### config.mk
export PLATFORM = sky130hd
export DESIGN_NAME = time_digit_writer
export DESIGN_NICKNAME = d
export VERILOG_FILES = /design/src/rtl/time_digit_writer.sv
export SDC_FILE = /design/constraint.sdc
export NUM_CORES = 1
export LEC_CHECK = 0
export CAP_MARGIN = 0
export CORE_MARGIN = 5
export CORE_UTILIZATION = 58
export CTS_CLUSTER_SIZE = 24
export DETAILED_ROUTE_END_ITERATION = 12
export PLACE_DENSITY = 0.84
export SYNTH_ARGS = -nofsm -noshare
export SYNTH_HDL_FRONTEND = slang
export SYNTH_SLANG_ARGS = --single-unit
export TNS_END_PERCENT = 10
### constraint.sdc
create_clock -name clk -period 6.7 [get_ports clk]
set_clock_uncertainty 0.05 [all_clocks]
set_input_delay 1.005 -clock clk [delete_from_list [all_inputs] [get_ports clk]]
set_output_delay 1.005 -clock clk [all_outputs]
set_load 0.02 [all_outputs]
### src/rtl/time_digit_writer.sv
// rtl/time_digit_writer.sv - nibble-at-a-time HH:MM BCD editor with blink and commit strobe
module time_digit_writer #(
    parameter int BLINK_DIV = 25_000_000
) (
    input  logic        clk,
    input  logic        reset,
    input  logic        start,
    input  logic        cancel,
    input  logic        next,
    input  logic        inc,
    input  logic        dec,
    input  logic [15:0] load_val,
    output logic [15:0] work_val,
    output logic [1:0]  cursor,
    output logic        editing,
    output logic        blink,
    output logic        commit_valid,
    output logic [15:0] commit_val
);

    localparam int CW = (BLINK_DIV > 1) ? $clog2(BLINK_DIV) : 1;
    localparam logic [CW-1:0] CNT_LAST = CW'(BLINK_DIV - 1);

    typedef enum logic [1:0] {IDLE, EDIT, COMMIT} state_t;

    state_t          state_q, state_d;
    logic [15:0]     work_q, work_d;
    logic [1:0]      cursor_q, cursor_d;
    logic            blink_q, blink_d;
    logic [CW-1:0]   cnt_q, cnt_d;
    logic [15:0]     cval_q, cval_d;
    logic [3:0]      digit, lim, nd;

    // Minutes nibbles are cleared individually; any out-of-range hours value clears both hour nibbles.
    function automatic logic [15:0] sanitise(input logic [15:0] v);
        logic [15:0] r;
        r = v;
        if (v[3:0] > 4'd9) r[3:0] = 4'd0;
        if (v[7:4] > 4'd5) r[7:4] = 4'd0;
        if (v[15:12] > 4'd2 || v[11:8] > 4'd9 || (v[15:12] == 4'd2 && v[11:8] > 4'd3))
            r[15:8] = 8'h00;
        return r;
    endfunction

    // State register for the FSM, working value, cursor, blink phase and committed value.
    always_ff @(posedge clk or posedge reset) begin
        if (reset) begin
            state_q  <= IDLE;
            work_q   <= 16'h0000;
            cursor_q <= 2'd0;
            blink_q  <= 1'b1;
            cnt_q    <= '0;
            cval_q   <= 16'h0000;
        end else begin
            state_q  <= state_d;
            work_q   <= work_d;
            cursor_q <= cursor_d;
            blink_q  <= blink_d;
            cnt_q    <= cnt_d;
            cval_q   <= cval_d;
        end
    end

    // Next-state logic: one action per cycle in EDIT, priority cancel > next > inc/dec.
    always_comb begin
        state_d  = state_q;
        work_d   = work_q;
        cursor_d = cursor_q;
        blink_d  = blink_q;
        cnt_d    = cnt_q;
        cval_d   = cval_q;
        digit    = 4'd0;
        lim      = 4'd9;
        nd       = 4'd0;

        case (cursor_q)
            2'd0:    begin digit = work_q[3:0];   lim = 4'd9; end
            2'd1:    begin digit = work_q[7:4];   lim = 4'd5; end
            2'd2:    begin digit = work_q[11:8];  lim = (work_q[15:12] == 4'd2) ? 4'd3 : 4'd9; end
            default: begin digit = work_q[15:12]; lim = 4'd2; end
        endcase

        if (inc)
            nd = (digit >= lim) ? 4'd0 : digit + 4'd1;
        else
            nd = (digit == 4'd0 || digit > lim) ? lim : digit - 4'd1;

        case (state_q)
            IDLE: begin
                blink_d = 1'b1;
                cnt_d   = '0;
                if (start) begin
                    state_d  = EDIT;
                    work_d   = sanitise(load_val);
                    cursor_d = 2'd3;
                end
            end
            EDIT: begin
                if (cnt_q == CNT_LAST) begin
                    cnt_d   = '0;
                    blink_d = ~blink_q;
                end else begin
                    cnt_d = cnt_q + 1'b1;
                end
                if (cancel) begin
                    state_d = IDLE;
                    blink_d = 1'b1;
                    cnt_d   = '0;
                end else if (next) begin
                    blink_d = 1'b1;
                    cnt_d   = '0;
                    if (cursor_q == 2'd0) begin
                        state_d = COMMIT;
                        cval_d  = work_q;
                    end else begin
                        cursor_d = cursor_q - 2'd1;
                    end
                end else if (inc ^ dec) begin
                    case (cursor_q)
                        2'd0:    work_d[3:0]   = nd;
                        2'd1:    work_d[7:4]   = nd;
                        2'd2:    work_d[11:8]  = nd;
                        default: work_d[15:12] = nd;
                    endcase
                    // Moving hours tens to 2 must pull hours ones into 0..3.
                    if (work_d[15:12] == 4'd2 && work_d[11:8] > 4'd3)
                        work_d[11:8] = 4'd3;
                end
            end
            COMMIT: begin
                state_d = IDLE;
                blink_d = 1'b1;
                cnt_d   = '0;
            end
            default: begin
                state_d = IDLE;
            end
        endcase
    end

    assign work_val     = work_q;
    assign cursor       = cursor_q;
    assign editing      = (state_q == EDIT);
    assign blink        = blink_q;
    assign commit_valid = (state_q == COMMIT);
    assign commit_val   = cval_q;

endmodule

[Word level (Yosys, flattened, before mapping)]
Cells that the tools add are included.
Operators by class
  muxes and demuxes: 45
  bitwise gates (word level): 3
  $lt $le $gt $ge: 8
  reduce and logical (&&, ||, !) cells: 19
  equal/unequal tests: 19
  $add $sub $neg: 4
Operators by type and width (count)
  $mux W4: 19
  $mux W25: 3
  $mux W16: 4
  $pmux W25 S2: 1
  $pmux W16 S2: 1
  $add A25 B1 Y25 const B: 1
  $eq A25 B25 Y1 const B: 1
  $pmux W4 S3: 2
  $mux W2: 8
  $eq A4 B2 Y1 const B: 3
  $gt A4 B2 Y1 const B: 3
  $reduce_and A6 Y1: 2
  $ne A2 B2 Y1 const B: 5
  $reduce_and A5 Y1: 2
  $gt A4 B4 Y1 const B: 2
  $mux W8: 1
  $pmux W2 S2: 2
  $ne A2 B1 Y1 const B: 3
  $add A4 B1 Y4 const B: 1
  $eq A2 B1 Y1 const B: 2
  $eq A2 B2 Y1 const B: 2
  $ge A4 B4 Y1: 1
  $gt A4 B3 Y1 const B: 1
  $gt A4 B4 Y1: 1
  other kinds (19): 27
Word-level totals
  flip-flop bits (word level): 62

[Logic depth before layout (Yosys ltp)]
  word-level depth: 19
  mapped depth: 14

[Least setup slack after synthesis]
No wires, ideal clock.
  path kind: flip-flop to flip-flop
  start point: register cursor_q[0] (netlist: cursor[0])
  end point: register work_q[8] (netlist: work_val[8])
  data arrival time: 3493 ps
  setup slack: 3069 ps
  buffers on the path: 1
  data required time: 6562 ps
  setup time: 88 ps
  stages on the path, launching flop included: 15
  cell sequence: dfrtp_1 > inv_1 > ha_1 > buf_6 > a222oi_1 > a21oi_2 > ha_1 > nand2b_1 > o21bai_1 > a311oi_2 > or4_4 > a31oi_1 > nand4bb_1 > a2111o_1 > o211ai_1
On the way
  word-level cells in the longest chain between the ends: 18
  elaborated cells between the ends (all ways): 33
  those cells by class: 2 x add/sub; 3 x order compare; 3 x eq/ne; 20 x mux; 5 x reduce/logical
RTL lines
  start, declared: line 28  | logic [1:0] cursor_q, cursor_d;
  start signal, assigned: line 57  | cursor_q <= cursor_d;
  $eq A2 B2 Y1, or another cell as far along: line 76, 119
  $pmux W4 S3: line 76  | case (cursor_q)
  $gt A4 B4 Y1 / $logic_not A4 Y1 (equally long branches): line 86  | nd = (digit == 4'd0 || digit > lim) ? lim : digit - 4'd1;
  $logic_or A1 B1 Y1: line 86
  $mux W4: line 86
  $mux W4: line 83  | if (inc)
  $mux W4: line 119  | case (cursor_q)
  $mux W4: line 118  | end else if (inc ^ dec) begin
  [2 not listed]
  $mux W4: line 88  | case (state_q)
  $gt A4 B2 Y1 / $eq A4 B2 Y1 (equally long branches): line 126  | if (work_d[15:12] == 4'd2 && work_d[11:8] > 4'd3)
  $logic_and A1 B1 Y1: line 126
  $mux W4 *: line 126
  $mux W16 *: line 118
  $mux W16 *: line 109  | end else if (next) begin
  $mux W16 *: line 105  | if (cancel) begin
  $pmux W16 S2 *: line 88
  end signal, assigned: line 56  | work_q <= work_d;
  end, declared: line 27  | logic [15:0] work_q, work_d;
Mark *: on every way between the ends. The rest lies on a longest branch, timed or not. The select of a mux whose other input is x is not followed.
A chain may end at the register's enable or synchronous reset.

[Final worst setup path]
Same ends and word-level chain as after synthesis.

==> flow_summary.json <==
{
  "finalMaxSlewViolations": 0,
  "core-area_um2": 5960,
  "power_mw": 1.95,
  "fmax_mhz": 246,
  "n_fill_cell": 433,
  "syn_avg_cell_area_um2": 9.34,
  "overflow": 0,
  "clock_path_buffers": 2,
  "synth.yosys.warnings": 0,
  "hold_viol_final": 0,
  "firstDrtPassIters": 5,
  "hold_class": "register to register",
  "cts_hold_buf": 0,
  "hold_slack_ns": 0.433,
  "critical_path.max_fanout": 8,
  "port_buffers": 59,
  "postCtsSetupRepairBufs": 0,
  "clockRootBuffer": "clkbuf_8",
  "wl_per_cell_um": 18.8,
  "cts_resized": 0,
  "tns_ns": 0,
  "crit_path_start": "cursor[0]",
  "track_usage_pct": 27.5,
  "multi_input_area_um2": 1920,
  "dieWidth_um": 88.6,
  "final_cell_area_um2": 4440,
  "drt_iter0_markers": 285,
  "rsz0062_at_grt": "false",
  "peakVddDrop_v": 0.000396,
  "dp_hpwl_um": 6940,
  "antenna_left": 0,
  "cts_buffers": 9,
  "clk_pin_slew_ns": 0.07,
  "syn_inst": 384,
  "synth_area_um2": 3580,
  "cts_tree": "done",
  "placed_area_um2": 4240,
  "start_kind": "register",
  "min_period_ns": 4.06,
  "clk_latency_ns": 0.34,
  "crit_type": "register to register",
  "required_ns": 6.91,
  "htreeDepth": 3,
  "synth-seq-cells": 62,
  "globalplace.congestion": 0.885,
  "wirelength_um": 9870,
  "layout.cells.most_common": "dfrtp_1",
  "drc_errors": 0,
  "max_cap_violations": 0,
  "rr_startpoint": "cursor[0]",
  "setup_viol_count_final": 0,
  "tightest_slew_ns": 0.825,
  "drive_above_1_share_pct": 11.3,
  "seqCellArea_um2": 1550,
  "clock-sinks": 62,
  "fp-row-count": 28,
  "hp-start": "cnt_q[20]",
  "dp.cells": 509,
  "dieArea_um2": 7850,
  "synth_edf_count": 0,
  "final_cell_count_no_fill": 525,
  "relSlewSlack_pct": 44.5,
  "async_flop_share_pct": 100,
  "start_util_pct": 60.2,
  "p_leak_nw": 1.92,
  "grt_max_degree": 63,
  "final_cell_mix": "dfrtp_1 (61), clkdlybuf4s50_1 (59), o21ai_0 (56), nand2_1 (50), mux2_2 (18)",
  "die_h_um": 88.6,
  "vias_per_cell": 6.45,
  "nNetsFinal": 480,
  "powerDensity_nw_per_um2": 440,
  "grt_pass1_vias": 3322,
  "synth_flop_cell": "dfrtp_1",
  "arrival_ns": 4.27,
  "antenna_found_initial": 0,
  "period_share_pct": 60.6,
  "grt_pass1_wl_um": 16500,
  "num_vias": 3388,
  "syn-num-nets": 419,
  "synth.distinct_cells": 63,
  "synth-seq-area-share_pct": 43.3,
  "status": "complete, no violations",
  "insertedDiodeCount": 0,
  "area_growth_pct": 23.8,
  "cp-end-kind": "register",
  "io_pins": 60
}
power by group:
| part | internal [mW] | switching [mW] | total, mW |
|---|---|---|---|
| registers | 0.443 | 0.0923 | 0.535 |
| logic | 0.454 | 0.629 | 1.08 |
| clock network | 0.183 | 0.154 | 0.337 |
| total | 1.08 | 0.875 | 1.95 |
logic make-up (layout without fill, tap and decap cells):
kind of cell             count (synthesis)  after routing  share of synthesized area (%)
AND/OR/NAND/NOR                        130            130                           18.6
AO/OA/AOI/OAI                          126            126                           22.4
flip-flops                              62             62                           43.3
buffers and inverters                   27             93                           3.14
multiplexers                            18             18                           5.65
adder cells (fa/ha/maj)                 12             12                           4.19
XOR/XNOR                                 9              9                           2.72
per-stage QoR:
| stage | setup WS [ns] | util [%] |
|---|---|---|
| finish | 2.64 | 74.5 |
| floorplan | 3.07 | - |
| global route | 2.38 | 74.5 |
| global placement | 2.98 | 71.2 |
| CTS | 2.74 | 74.5 |
| detailed placement | 2.77 | 71.2 |
Yosys cell counts, types with 9 or more instances:
cell | number | area share, %
a31oi_1 | 10 | 1.7
dfrtp_1 | 61 | 43
mux2_2 | 18 | 5.7
o21ai_0 | 57 | 8.0
nand2_1 | 50 | 5.2
clkbuf_1 | 9 | 0.94
a21oi_1 | 16 | 2.2
nor2_1 | 15 | 1.6
nand3_1 | 11 | 1.5
ha_1 | 12 | 4.2
and3_1 | 15 | 2.6
inv_1 | 13 | 1.4
metal layers:
metal | global-route usage [%] | routed length [um]
met5 | 0 | 0
met4 | 10.9 | 209
met3 | 6.24 | 738
met2 | 41.7 | 4410
met1 | 38.3 | 4500
worst paths after layout:
path | to | slack (ns) | cells past startpoint
max | work_val[8] | 2.64 | 13
min | cnt_q[20] | 0.43 | 1
max reg2reg | work_val[8] | 2.64 | 13
min reg2reg | cnt_q[20] | 0.43 | 1
max in group asynchronous | commit_val[10] | 4.93 | 3
min in group asynchronous | commit_val[2] | 1.15 | 3
layout make-up:
class,count,area share [%]
Tap cell,75,2.11
Sequential cell,62,35.0
Timing Repair Buffer,62,13.8
Clock inverter,5,1.30
Inverter,15,1.27
Multi-Input combinational cell,295,43.3
Clock buffer,11,3.18
critical path: stages (launching register included):
cell and delay [ns]:
dfrtp_1 0.50, inv_1 0.14, ha_1 0.34, a222oi_1 0.35, mux2_2 0.28, inv_1 0.08, ha_1 0.30, a21o_1 0.19
a311oi_2 0.46, nor3_1 0.08, o32ai_1 0.59, o31ai_1 0.17, a2111o_1 0.34, o211ai_1 0.10
state kept, by name, indices dropped and copies added (netlist names):
| signal | count |
|---|---|
| blink | 1 |
| cnt_q | 25 |
| commit_val | 16 |
| cursor | 2 |
| state_q | 2 |
| work_val | 16 |
Note: power is estimated with default switching activity, not from simulation.
